==> config.mk <==
export PLATFORM = sky130hd
export DESIGN_NAME = block_reg_file
export DESIGN_NICKNAME = d
export VERILOG_FILES = /design/src/rtl/block_reg_file_pkg.sv /design/src/rtl/block_reg_file_reg_cell.sv /design/src/rtl/block_reg_file.sv
export SDC_FILE = /design/constraint.sdc
export NUM_CORES = 1
export LEC_CHECK = 0
export CELL_PAD_IN_SITES_DETAIL_PLACEMENT = 1
export CELL_PAD_IN_SITES_GLOBAL_PLACEMENT = 1
export CORE_ASPECT_RATIO = 0.6
export CORE_MARGIN = 2
export CORE_UTILIZATION = 58
export DETAILED_ROUTE_END_ITERATION = 7
export PLACE_DENSITY = 0.92
export SETUP_SLACK_MARGIN = 0.05
export SKIP_CTS_REPAIR_TIMING = 1
export SLEW_MARGIN = 15
export SYNTH_ARGS = -nofsm -noshare
export SYNTH_HDL_FRONTEND = slang
export SYNTH_SLANG_ARGS = --single-unit
==> constraint.sdc <==
create_clock -name clk -period 14.6 [get_ports clk]
set_clock_uncertainty 0.2 [all_clocks]
set_input_delay 3.65 -clock clk [delete_from_list [all_inputs] [get_ports clk]]
set_output_delay 3.65 -clock clk [all_outputs]
set_load 0.05 [all_outputs]
==> src/rtl/block_reg_file_pkg.sv <==
// Shared constants for the general-purpose register bank and its storage cells.
package block_reg_file_pkg;

  localparam int DEF_SIZE_ADDR_REG = 5;
  localparam int DEF_SIZE_REG      = 8;
  localparam int DEF_NREG          = 2 ** DEF_SIZE_ADDR_REG;

endpackage

==> src/rtl/block_reg_file_reg_cell.sv <==
// One storage word of the register bank: load-enabled register with async clear.
module reg_cell
  import block_reg_file_pkg::*;
#(
  parameter int SIZE_REG = DEF_SIZE_REG
) (
  input  logic                clk,
  input  logic                reset,
  input  logic                load,
  input  logic [SIZE_REG-1:0] d,
  output logic [SIZE_REG-1:0] q
);

  always_ff @(posedge clk or posedge reset) begin
    if (reset) begin
      q <= '0;
    end else if (load) begin
      q <= d;
    end
  end

endmodule

==> src/rtl/block_reg_file.sv <==
// CPU register file: one clocked write port, two combinational read ports, no bypass.
module block_reg_file
  import block_reg_file_pkg::*;
#(
  parameter int SIZE_ADDR_REG = DEF_SIZE_ADDR_REG,
  parameter int SIZE_REG      = DEF_SIZE_REG
) (
  input  logic                     clk,
  input  logic                     reset,
  input  logic                     charge,
  input  logic [SIZE_ADDR_REG-1:0] addr_write_reg,
  input  logic [SIZE_ADDR_REG-1:0] outA,
  input  logic [SIZE_ADDR_REG-1:0] outB,
  input  logic [SIZE_REG-1:0]      datain,
  output logic [SIZE_REG-1:0]      dataoutA,
  output logic [SIZE_REG-1:0]      dataoutB
);

  localparam int NREG = 2 ** SIZE_ADDR_REG;

  logic [NREG-1:0]     load;
  logic [SIZE_REG-1:0] reg_q [NREG];

  // One-hot write decode; each cell loads only when it is the addressed target.
  for (genvar gi = 0; gi < NREG; gi++) begin : g_cell
    assign load[gi] = charge && (addr_write_reg == SIZE_ADDR_REG'(gi));

    reg_cell #(
      .SIZE_REG(SIZE_REG)
    ) u_cell (
      .clk  (clk),
      .reset(reset),
      .load (load[gi]),
      .d    (datain),
      .q    (reg_q[gi])
    );
  end

  // Address width covers exactly NREG entries, so every index is in range.
  assign dataoutA = reg_q[outA];
  assign dataoutB = reg_q[outB];

endmodule

After elaboration in Yosys (flattened, before gate mapping)
Cells that the tools add are included.
- flip-flop bits (word level): 256
- bits of input ports: 26
- output and inout bits: 16
- logic and storage cells: 106
- magnitude comparators: 2
- equality and inequality tests: 31
- mux-type cells: 6
- bitwise operators: 2
- reduce and logical (&&, ||, !) cells: 33
- operator list (operator ; count):
    $bmux W8 S5 ; 2
    $eq A5 B5 Y1 const B ; 16
    $eq A5 B4 Y1 const B ; 8
    $logic_and A1 B1 Y1 ; 32
    $mux W8 ; 4
    $eq A5 B3 Y1 const B ; 4
    $ge A6 B6 Y1 const B ; 2
    $not A5 Y6 ; 2
    $eq A5 B2 Y1 const B ; 2
    $eq A5 B1 Y1 const B ; 1
    $logic_not A5 Y1 ; 1

Longest topological paths before layout
- depth after elaboration: 4
- gate-level depth with buffers: 6
- gate-level depth less buffers: 3

Hierarchy
Synthesis repeated with hierarchy kept, for this count alone.
- cells, all modules: 841
- area, all modules: 14933.1 um^2
- modules (own cells, without submodules) (module ; times used ; cells each ; area each (um^2) ; seq. area each (um^2)):
    reg_cell ; 32 ; 18 ; 335.3 ; 200.2
    block_reg_file ; 1 ; 265 ; 4202.8 ; 0.0

Worst setup path after synthesis
Ideal clock, no wire load.
- path type: input port to output port
- from: input port outA[1]
- to: output port dataoutA[0]
- arrival time: 5.514 ns
- data required time: 10.750 ns
- path slack: 5.236 ns
- stages: 5
- buffers on the path: 2
- path through: clkbuf_1 -> clkbuf_1 -> mux4_2 -> mux4_2 -> mux2_2
- word-level cells in the longest chain between the ends: 4
- RTL lines (what ; RTL line ; source):
    start, declared ; block_reg_file.sv:12 ; input logic [SIZE_ADDR_REG-1:0] outA,
    $not A5 Y6 (not written as such) ; block_reg_file.sv:40 ; assign dataoutA = reg_q[outA];
    $bmux W8 S5 ; block_reg_file.sv:40 ;
    $mux W8 (not written as such) (2 in series) ; block_reg_file.sv:40 ;
    end, declared ; block_reg_file.sv:15 ; output logic [SIZE_REG-1:0] dataoutA,
No other way between the ends. The select of a mux whose other input is x is not followed.

Worst setup path after layout
- from: input port outB[2]
- to: output port dataoutB[0]
- word-level cells in the longest chain between the ends: 4
- RTL lines (what ; RTL line ; source):
    start, declared ; block_reg_file.sv:13 ; input logic [SIZE_ADDR_REG-1:0] outB,
    $not A5 Y6 (not written as such) ; block_reg_file.sv:41 ; assign dataoutB = reg_q[outB];
    $bmux W8 S5 ; block_reg_file.sv:41 ;
    $mux W8 (not written as such) (2 in series) ; block_reg_file.sv:41 ;
    end, declared ; block_reg_file.sv:16 ; output logic [SIZE_REG-1:0] dataoutB
No other way between the ends. The select of a mux whose other input is x is not followed.

==> reports/summary.txt <==
Final worst slack: 3567 ps
VDD IR max: 109.8 uV
GRT Overall Usage: 0.3612
CTS tree: done
Largest family of logic cells by synthesized area: multiplexers
Crit Path Category: in2out
Layout area overhead: 10.36%
Number of remaining DRC errors: 0
CP endpoint: dataoutB[0]
Root Driver: clkbuf_16
H-tree levels: 1
Post-synthesis simple-gate area fraction: 0.02046
Final setup vio count: 0
Clock Latency Late Sink: 540 ps
Outcome: finished, final reports clean
Ant diodes: 0
Worst R2R Path Depth: 1
Slew @ Worst Pin: 1263 ps
Slew Viols, Final: 0
Reg power frac: 0.440
Mux contribution to synthesized area: 0.4866
Overflow after GRT: 0
Compound-Gate Fraction of Synth Area: 0
DP Area: 14250 um^2
Combinational share of power: 0.242
Full die area: 24910 um^2
XOR/XNOR share of the synthesized area: 0
Synth warn: 0
I/O pin count: 42
Vias per inst: 7.396
Max-cap violation count: 0
Largest registers: g_cell.u_cell.q x256
Sequential share of the synthesized area: 0.4676
Startpoint Class: primary input
Critical Path RT: 10750 ps
Crit end category: primary output
Slew headroom: 0.1535
Final instance area: 15120 um^2
Mapped Cells: 810
Routed len/inst: 37.22 um
Core ar.: 23130 um^2
Pre-CTS WS: 3600 ps
Die X: 202.4 um
Fin Setup TNS: 0 ps
Detailed Route WL: 42840 um
Initial antenna violation count: 0
Sw Share: 0.2980
Pwr/cell area: 147.5 nW/um^2
Minimum clock period: 11030 ps
Worst hold path type: reg2reg
R2r startpoint: g_cell[24].u_cell.q[5]
CP startpoint: outB[2]
GP Congestion: 0.8343
Maximum number of pins on one net before global-route repair: 120
Busiest grt layer: met2
CTS Sinks: 256
Netlist cell types: 21
CP Max Fanout: 35
Syn nets: 836
Sw Pwr: 0.0006644 W
TritonRoute pass-1 iters: 7
Clock network power share: 0.318
Flop and latch count out of synthesis: 256
Final Hold Fails: 0
Fill cell count: 1934
R2R Setup Slk: 13530 ps
# rows: 43
Worst R2R End: g_cell[24].u_cell.q[5]
Routing usage on met3: 0.1178
Int Pwr: 0.001565 W
Fmax: 90.64 MHz
Grt met1 use: 0.4881
Routed Antenna Nets: 0
Longest Clk Path Bufs: 3
First-pass GRT wire length: 64550 um
Die Ht: 123.1 um
Worst path arrival time: 7180 ps
Post-Syn Area per Cell: 16.91 um^2
Nets: 844
Initial Util: 0.5922
RSZ-0062 raised after global routing: no
Biggest register: g_cell.u_cell.q
# port buffers: 41
Cts bufs inserted: 25
Pleak: 6.344 nW
Synthesized area: 13700 um^2
DR vias: 8513
Vias in the first global route: 9390
Initial DRC count: 869
Tcrit/Tclk final: 0.7557
Dpl hpwl: 27810 um
M2 GR Usage: 0.5599
Share of cells above drive strength 1: 0.6005
Clock transition at path regs: 70 ps
Max reg flops: 256
Post-Synth Adder-Cell Area: 0
worst min path at each step:
stage | endpoint | slack [ps] | start | depth (start not counted)
2_1_floorplan | g_cell[6].u_cell.q[0] | 290 | g_cell[6].u_cell.q[0] | 1
3_3_place_gp | g_cell[18].u_cell.q[7] | 300 | g_cell[18].u_cell.q[7] | 1
3_5_place_dp | g_cell[14].u_cell.q[2] | 320 | g_cell[14].u_cell.q[2] | 1
4_1_cts | g_cell[12].u_cell.q[3] | 330 | g_cell[12].u_cell.q[3] | 1
5_1_grt | g_cell[18].u_cell.q[6] | 350 | g_cell[18].u_cell.q[6] | 1
6_report | g_cell[29].u_cell.q[1] | 340 | g_cell[29].u_cell.q[1] | 1
cell usage after synthesis (all sizes together):
cell,number,area share
mux2,272,0.22
dfrtp,256,0.47
mux4,160,0.26
clkbuf,38,0.010
buf,35,0.015
nand2,12,0.0033
nor2,12,0.0033
nor2b,6,0.0027
nand2b,4,0.0018
nand4b,3,0.0019
nor4bb,3,0.0022
nand3b,2,0.0011
nor3b,2,0.0018
inv,1,0.00027
nand4,1,0.00046
nor3,1,0.00073
nor4b,1,0.00064
or3,1,0.00046
routing by layer:
metal  wire length (um)  share of wire
met1              17060           0.40
met2              19830           0.46
met3               4335           0.10
met4               1535          0.036
met5                 73         0.0017
cell type report:
| type | instances | area, um^2 | share of cell area |
|---|---|---|---|
| well taps | 315 | 394.1 | 0.02607 |
| clock buffers | 32 | 711.9 | 0.04709 |
| flip-flops and latches | 256 | 6406 | 0.4237 |
| clock inverters | 13 | 173.9 | 0.01150 |
| repair buffers | 54 | 473.0 | 0.03128 |
| multi-input cells | 480 | 6949 | 0.4596 |
| inverters | 1 | 11.26 | 0.0007448 |
per-stage QoR:
step,instances,utilization,power (W),hold WS [ps]
final,1151,0.6535,0.002229,336.0
after floorplan,810,-,0.001324,291.3
after detailed placement,1106,0.6160,0.001510,319.4
after global placement,1106,0.6160,0.001443,301.6
after CTS,1151,0.6543,0.002224,334.9
after global routing,1151,0.6535,0.002297,348.2
power by group through the flow:
stage / sequential, W / combinational (W) / clock [W]
after floorplan: 0.000922 / 0.000402 / 0
after global placement: 0.000951 / 0.000492 / 0
after detailed placement: 0.000983 / 0.000528 / 0
after CTS: 0.000974 / 0.000538 / 0.000712
after global routing: 0.000992 / 0.000562 / 0.000743
final: 0.000980 / 0.000539 / 0.000710
kinds of logic after synthesis:
group	after synthesis
flops	256
mux	432
simple gates	48
buf+inv	74
placed cells by master, fill, tap and decap left out, types with 2 or more instances in the layout:
| master | synthesis | layout |
|---|---|---|
| buf_2 | 8 | 6 |
| buf_4 | 12 | 15 |
| bufinv_16 | 0 | 4 |
| clkbuf_16 | 0 | 25 |
| clkbuf_8 | 0 | 6 |
| clkdlybuf4s50_1 | 0 | 33 |
| clkinv_2 | 0 | 6 |
| clkinvlp_4 | 0 | 2 |
| dfrtp_1 | 256 | 256 |
| mux2_2 | 272 | 272 |
| mux4_2 | 160 | 160 |
| nand2_1 | 12 | 12 |
| nand2b_1 | 4 | 4 |
| nand3b_1 | 2 | 2 |
| nand4b_1 | 3 | 3 |
| nor2_1 | 12 | 11 |
| nor2b_1 | 6 | 6 |
| nor3b_2 | 2 | 2 |
| nor4bb_1 | 3 | 3 |
worst max-delay path: stages:
cell and delay [ps]:
buf_2 700, buf_4 650, mux4_2 590, mux4_2 520
mux2_2 310, clkdlybuf4s50_1 740
(Power assumes the default switching activity.)
